## src/rtl/regfile_wb_arbiter_pkg.sv

```systemverilog
// Shared constants for the register-file writeback arbiter and its users.
package regfile_wb_arbiter_pkg;
  localparam int ADDR_W   = 5;
  localparam int DATA_W   = 32;
  localparam int NUM_REGS = 32;

  localparam int REQ_ALU  = 0;
  localparam int REQ_LOAD = 1;
  localparam int REQ_MDU  = 2;

  localparam logic [ADDR_W-1:0] ZERO_REG = '0;
endpackage

```

## src/rtl/regfile_wb_arbiter_rr_arbiter.sv

```systemverilog
// Round-robin arbiter: one-hot grant searching upward from ptr with wrap,
// plus the pointer value to load after a grant (one past the winner).
module rr_arbiter #(
  parameter int N     = 3,
  parameter int PTR_W = 2
) (
  input  logic [N-1:0]     req,
  input  logic [PTR_W-1:0] ptr,
  output logic [N-1:0]     grant,
  output logic [PTR_W-1:0] next_ptr
);
  int   idx;
  logic found;

  always_comb begin
    grant    = '0;
    next_ptr = ptr;
    found    = 1'b0;
    idx      = 0;
    for (int k = 0; k < N; k++) begin
      idx = int'(ptr) + k;
      if (idx >= N) idx = idx - N;
      if (!found && req[idx]) begin
        grant[idx] = 1'b1;
        next_ptr   = (idx == N - 1) ? '0 : PTR_W'(idx + 1);
        found      = 1'b1;
      end
    end
  end
endmodule

```

## src/rtl/regfile_wb_arbiter.sv

```systemverilog
// Shares the register-file write port among writeback requesters and keeps a
// per-register pending-write scoreboard for read-after-write stalls.
module regfile_wb_arbiter
  import regfile_wb_arbiter_pkg::*;
#(
  parameter int NUM_REQ = 3,
  parameter int DATA_W  = regfile_wb_arbiter_pkg::DATA_W,
  parameter int ADDR_W  = regfile_wb_arbiter_pkg::ADDR_W
) (
  input  logic                      clk,
  input  logic                      reset,
  input  logic [NUM_REQ-1:0]        req_valid,
  input  logic [NUM_REQ*ADDR_W-1:0] req_reg,
  input  logic [NUM_REQ*DATA_W-1:0] req_data,
  output logic [NUM_REQ-1:0]        req_ready,
  input  logic                      rsv_valid,
  input  logic [ADDR_W-1:0]         rsv_reg,
  input  logic [ADDR_W-1:0]         rd_reg1,
  input  logic [ADDR_W-1:0]         rd_reg2,
  output logic                      rd_busy1,
  output logic                      rd_busy2,
  output logic [NUM_REGS-1:0]       busy_vec,
  output logic                      write_enable,
  output logic [ADDR_W-1:0]         write_reg,
  output logic [DATA_W-1:0]         write_data
);
  localparam int PTR_W = (NUM_REQ > 1) ? $clog2(NUM_REQ) : 1;

  logic [PTR_W-1:0]    rr_ptr;
  logic [PTR_W-1:0]    rr_next;
  logic [NUM_REQ-1:0]  grant;
  logic                transfer;
  logic [ADDR_W-1:0]   sel_reg;
  logic [DATA_W-1:0]   sel_data;
  logic [NUM_REGS-1:0] busy;
  logic [NUM_REGS-1:0] busy_nxt;

  // Handshake: a transfer happens on a rising edge where req_valid[i] and
  // req_ready[i] are both high; ready is derived from valid, never the reverse,
  // and the requester holds valid/reg/data stable until it is granted.
  rr_arbiter #(.N(NUM_REQ), .PTR_W(PTR_W)) u_rr (
    .req      (req_valid),
    .ptr      (rr_ptr),
    .grant    (grant),
    .next_ptr (rr_next)
  );

  assign req_ready = grant;
  assign transfer  = |grant;

  always_comb begin
    sel_reg  = '0;
    sel_data = '0;
    for (int i = 0; i < NUM_REQ; i++) begin
      if (grant[i]) begin
        sel_reg  = req_reg[i*ADDR_W +: ADDR_W];
        sel_data = req_data[i*DATA_W +: DATA_W];
      end
    end
  end

  always_ff @(posedge clk or negedge reset) begin
    if (!reset) begin
      rr_ptr       <= '0;
      write_enable <= 1'b0;
      write_reg    <= '0;
      write_data   <= '0;
    end else begin
      write_enable <= 1'b0;
      if (transfer) begin
        rr_ptr       <= rr_next;
        write_reg    <= sel_reg;
        write_data   <= sel_data;
        write_enable <= (sel_reg != ADDR_W'(ZERO_REG));
      end
    end
  end

  // A new reservation is younger than the write retiring this cycle, so set wins.
  always_comb begin
    busy_nxt = busy;
    if (write_enable) busy_nxt[write_reg] = 1'b0;
    if (rsv_valid && (rsv_reg != ADDR_W'(ZERO_REG))) busy_nxt[rsv_reg] = 1'b1;
    busy_nxt[0] = 1'b0;
  end

  always_ff @(posedge clk or negedge reset) begin
    if (!reset) busy <= '0;
    else        busy <= busy_nxt;
  end

  assign busy_vec = busy;
  assign rd_busy1 = busy[rd_reg1];
  assign rd_busy2 = busy[rd_reg2];
endmodule

```

## config.mk

```make
export PLATFORM = sky130hd
export DESIGN_NAME = regfile_wb_arbiter
export DESIGN_NICKNAME = d
export VERILOG_FILES = /design/src/rtl/regfile_wb_arbiter_pkg.sv /design/src/rtl/regfile_wb_arbiter_rr_arbiter.sv /design/src/rtl/regfile_wb_arbiter.sv
export SDC_FILE = /design/constraint.sdc
export NUM_CORES = 1
export LEC_CHECK = 0
export BUFFER_PORTS_ARGS = -buffer_cell sky130_fd_sc_hd__buf_2
export CELL_PAD_IN_SITES_DETAIL_PLACEMENT = 1
export CELL_PAD_IN_SITES_GLOBAL_PLACEMENT = 1
export CORE_MARGIN = 4
export CORE_UTILIZATION = 29
export CTS_CLUSTER_DIAMETER = 60
export DETAILED_ROUTE_END_ITERATION = 16
export PLACE_DENSITY_LB_ADDON = 0.3
export SYNTH_ARGS = -nofsm -noshare
export SYNTH_HDL_FRONTEND = slang
export SYNTH_HIERARCHICAL = 1
export SYNTH_SLANG_ARGS = --single-unit
```

## constraint.sdc

```tcl
create_clock -name clk -period 2.44 [get_ports clk]
set_input_delay 0.122 -clock clk [delete_from_list [all_inputs] [get_ports clk]]
set_output_delay 0.122 -clock clk [all_outputs]
set_load 0.01 [all_outputs]
```

* Yosys cells after proc, flatten, opt, wreduce, memory -nomap -nowiden
Cells that the tools add are included.
** Cells by class
- Reduce and logical (&&, ||, !) cells :: 15
- Bitwise gates (word level) :: 5
- Multiplexer cells :: 46
- Add/subtract/negate cells :: 8
- Equal/unequal tests :: 3
- Magnitude comparators :: 15
** Operators with widths (count)
- 32-bit two-way mux :: 8
- 32-bit by 3-bit equality test with 1-bit output (second input constant) :: 3
- 32-bit by 1-bit greater-or-equal comparator with 1-bit output (second input constant) :: 3
- 32-bit by 4-bit < comparator with 1-bit output (second input constant) :: 3
- 32-bit by 3-bit greater-or-equal comparator with 1-bit output (second input constant) :: 2
- 32-bit by 3-bit subtractor with 32-bit output (second input constant) :: 2
- 32-bit bitwise AND :: 1
- 32-bit inverter :: 1
- 32-bit bitwise OR :: 1
- 5-bit by 6-bit < comparator with 1-bit output (second input constant) :: 4
- 1-bit two-way mux :: 16
- 5-bit two-way mux :: 3
- 2-bit two-way mux :: 6
- 1-bit binary-select mux with 5-bit select :: 2
- 1-bit demux with 5-bit select :: 2
- 5-bit by 1-bit greater-or-equal comparator with 1-bit output (second input constant) :: 2
- 5-bit nonzero test :: 2
- 3-bit two-way mux :: 3
- 1-bit logical AND :: 8
- 2-bit adder (second input constant) :: 3
- 1-bit binary-select mux with 2-bit select :: 3
- 1-bit demux with 2-bit select :: 3
- 3-bit bitwise OR :: 2
- 2-bit by 1-bit adder with 3-bit output (second input constant) :: 1
- other kinds (7) :: 8
** Word-level totals
- Register bits after elaboration :: 71
- Word-level logic and storage cells :: 97
- Output and inout bits :: 75
- Input port bits :: 132

* Longest topological paths before layout
- Word-level depth :: 17
- Depth in mapped cells :: 13
- Depth with buffers taken out :: 11

* Cells and area by module
The synthesis kept the hierarchy.
** By module, submodules not included
- regfile_wb_arbiter :: cells an instance 388, instances 1, sequential area each 1776.7 µm², area an instance 3709.8 µm²
- rr_arbiter :: cells an instance 40, instances 1, sequential area each 0.0 µm², area an instance 282.8 µm²

* Least setup slack after synthesis
Ideal clock, no wire load.
- Kind :: register to register
- Start :: register rr_ptr[1]
- End :: register write_data[10]
- Path buffers :: 2
- Slack :: -0.429 ns
- Period minus slack after synthesis :: 2.869 ns
- Arrival :: 2.792 ns
- Stages on the path, launching flop included :: 13
- Library setup time :: 0.077 ns
- Required time :: 2.363 ns
- Path through :: dfrtp_1 > inv_1 > ha_1 > mux2i_2 > nand4_1 > o21ai_2 > a22oi_1 > o21ai_0 > or3_1 > buf_2 > buf_2 > o22ai_1 > a21oi_1
** On the way
- Longest elaborated chain between the ends :: 15
** Ends and longest elaborated chain
- start: declaration :: line regfile_wb_arbiter.sv:29 : logic [PTR_W-1:0] rr_ptr;
- start signal: assignment :: line regfile_wb_arbiter.sv:71 : rr_ptr <= rr_next;
- parallel branches: the longest is 11 deep, another holds 32-bit by 3-bit subtractor with 32-bit output
- 3-bit two-way mux * :: line regfile_wb_arbiter_rr_arbiter.sv:23 : if (!found && req[idx]) begin
- via req_ready[0] :: line regfile_wb_arbiter.sv:15 : output logic [NUM_REQ-1:0] req_ready,
- 32-bit two-way mux (3 in a row) :: line regfile_wb_arbiter.sv:55 : if (grant[i]) begin
- end signal: assignment :: line regfile_wb_arbiter.sv:73 : write_data <= sel_data;
- end: declaration :: line regfile_wb_arbiter.sv:25 : output logic [DATA_W-1:0] write_data
Mark *: on every way through the listed nets, which the timed path passes. The select of a mux whose other input is x is not followed.
A chain may end at the register's enable or synchronous reset.

* Final worst setup path
- Start :: register rr_ptr[1]
- End :: register write_data[19]
** On the way
- Longest elaborated chain between the ends :: 15
** Ends and longest elaborated chain (line)
- parallel branches: the longest is 11 deep, another holds 32-bit by 3-bit subtractor with 32-bit output
- 3-bit two-way mux * :: regfile_wb_arbiter_rr_arbiter.sv:23
- 32-bit two-way mux (3 in a row) :: regfile_wb_arbiter.sv:55
Mark *: on every way between the ends. The select of a mux whose other input is x is not followed.

==> results.toml <==
[global_route]
overflow = 0
grt_max_degree = 65
antenna_found_initial = 1
grt_pass1_wl_um = 26700
grt_pass1_vias = 5020
grt_util_all_layers_pct = 21.2

[sta]
setup_ws_ns = -0.101
whs_ns = 0.0544
period_needed_ns = 2.54
clock_skew_ns = 0.00787
max_freq_mhz = 393
grt_setup_unrepaired = "true"
setup_violations = 33
hold_viol_final = 0
worst_slew_pin_slew_ns = 0.813
finalSetupTns_ns = -1.80
period_share_pct = 104
drv_slew = 0
slew_headroom_pct = 45.8

[yosys]
yosys_warnings = 6
yosysTopAreaCell = "dfrtp_1"
synth_nets = 564
synth_common_cells = "dfrtp_1, o21ai_0, o22ai_1, a21oi_1, nand2_1"
syn_area_sq_um = 3990
ys_seq_elements = 71
yosysMostFrequentCell = "dfrtp_1"
async_flop_share_pct = 100
synth.area.top_cells = "dfrtp_1, o22ai_1, o21ai_0, a21oi_1, mux2i_1"
synth_flop_cell = "dfrtp_1"
synth.top_cell.area_share_pct = 44.5
synth.distinct_cells = 39
syn_avg_cell_area_sq_um = 9.33
synthCells = 428
synth_edf_count = 0
ys_seq_area_share_pct = 44.5

[detailed_routing]
vias = 4503
ant_nets = 0
vias_per_cell = 5.42
routed_wl_um = 16900
drc_errors = 0
wl_per_cell_um = 20.3
drt_first_pass_iters = 4
drt-initial-drc-count = 172

[place]
dp_cells = 802
gp_congestion = 0.861
place_area_sq_um = 5400
hpwl_um = 13000
port_buffers = 205

[finish]
final_cell_area_sq_um = 6000
diodes = 0
area_growth_pct = 50.2
drive_above_1_share_pct = 46.3
layoutNonFillerInstCount = 831
layout.nets = 786
largest_reg_flops = 32
fin_util_pct = 44.9

[setup_path]
critPathRequiredTime_ns = 2.64
cpMostUsedCell = "mux2i_4"
path_cells = "inv_2 > ha_4 > mux2i_4 > mux2i_4 > buf_4 > a22oi_2 > o21ai_2 > or3_4 > buf_12 > o22ai_1 > a21oi_1"
start_kind = "register"
slowest_stage = "dfrtp_2"
crit_family = "compound AO/OA/AOI/OAI gates"
path_class = "reg -> reg"
critPathMaxStageDelay_ns = 0.43
path_buf_inv = 3
critPathCaptureType = "register"
crit_fanout = 32
arrival_ns = 2.74

[clock_tree]
clock-sinks = 71
clock_path_buffers = 2
numCtsBuffers = 9
clk_pin_slew_worst_paths_ns = 0.06
cts_max_level = 3
tritoncts = "built"
clock_latency_ns = 0.34
cts-root-buf = "clkbuf_16"

[pwr]
p_leak_nw = 2.68
vdd_drop_max_mv = 0.740
pwr_density_cell_nw_per_um2 = 1640

[die]
core-area_sq_um = 13300
die_y_um = 125
die_w_um = 125
rows = 42
boundaryPins = 207
die-area_sq_um = 15700
start_util_pct = 29.9

[status]
status = "finished with violations"
violations = "negative setup slack"

[flow_run]
max_cap_viol_count = 0

[worst_hold_path]
hold_path_class = "in -> reg"
per-stage QoR:
| step | setup WS (ns) | total power [W] |
|---|---|---|
| global placement | -0.0170 | 0.00748 |
| CTS | -0.00883 | 0.00959 |
| detailed placement | -0.224 | 0.00773 |
| global route | -0.162 | 0.0105 |
| finish | -0.101 | 0.00981 |
| floorplan | 0.00287 | 0.00551 |
layout make-up:
type                            instances  area (sq um)
Clock buffer                           10           229
Clock inverter                          6           133
Fill cell                            1585          7350
Inverter                                9          36.3
Multi-Input combinational cell        321          2260
Sequential cell                        71          1780
Tap cell                              176           220
Timing Repair Buffer                  238          1340
final timing paths:
check                            endpoint  depth (start not counted)  slack [ns]          from
max                        write_data[19]                         11       -0.10     rr_ptr[1]
min                          write_reg[4]                          3        0.05   req_reg[14]
max reg2reg                write_data[19]                         11       -0.10     rr_ptr[1]
min reg2reg                  busy_vec[15]                          2        0.57  busy_vec[15]
max in group asynchronous    busy_vec[20]                          3        1.29         reset
min in group asynchronous  write_data[19]                          2        0.42         reset
cell usage in the layout, fill, tap and decap left out, types with 3 or more instances in the layout:
cell | netlist | routed
nand4_1 | 3 | 3
o211ai_1 | 3 | 3
mux4_2 | 6 | 6
nor2b_1 | 8 | 6
or3b_2 | 4 | 4
o22ai_2 | 0 | 8
buf_12 | 0 | 5
clkbuf_16 | 0 | 9
buf_4 | 1 | 26
a21o_1 | 5 | 5
inv_2 | 0 | 4
bufinv_16 | 0 | 4
nor2_1 | 8 | 8
buf_2 | 15 | 205
a31oi_2 | 0 | 4
o21ai_2 | 1 | 4
nand3_1 | 15 | 15
nand2_1 | 24 | 23
a22oi_1 | 5 | 4
mux2i_1 | 19 | 19
inv_1 | 8 | 4
nand3b_1 | 14 | 14
o21ai_0 | 66 | 62
a211oi_1 | 3 | 3
nand2b_1 | 6 | 5
o22ai_1 | 64 | 56
a21oi_1 | 42 | 40
dfrtp_1 | 71 | 69
worst min-delay path, delay by kind of cell:
family,cells,cell delay (ns)
simple gates,1,0.07
buf+inv,1,0.08
compound gates,1,0.07
power by group:
group	switching, W	internal, W	total [W]
Combinational	0.00314	0.00260	0.00574
Sequential	0.000632	0.00182	0.00246
Clock	0.000514	0.00110	0.00162
what timing repair did:
item                                   4_1_cts  5_1_grt
resized for setup                           14       16
setup endpoints to repair                   42       43
hold buffers                                 1        0
pin swaps                                    4        5
endpoints found under the hold margin       30        0
buffers inserted                             7        5
logic make-up (layout without fill, tap and decap cells):
logic type                 count (synthesis)  after routing  share of synthesized area [%]
AOI/OAI and AO/OA                        199            199                           28.6
buffers and inverters                     36            263                           3.95
and+or+nand+nor                           89             89                           12.2
DFF                                       71             71                           44.5
muxes                                     28             28                           9.43
other                                      1              1                         0.0939
adders and majority gates                  4              4                           1.25
metal layers:
layer	vias up	track usage, %	wire, um	part of all wire, %
met1	2198	23.8	6530	39
li1	2087	-	-	-
met5	-	0	20	0.12
met2	187	38.0	8630	51
met3	29	6.48	1320	7.8
met4	2	7.59	363	2.2
Power figures use the tool's default switching activity.
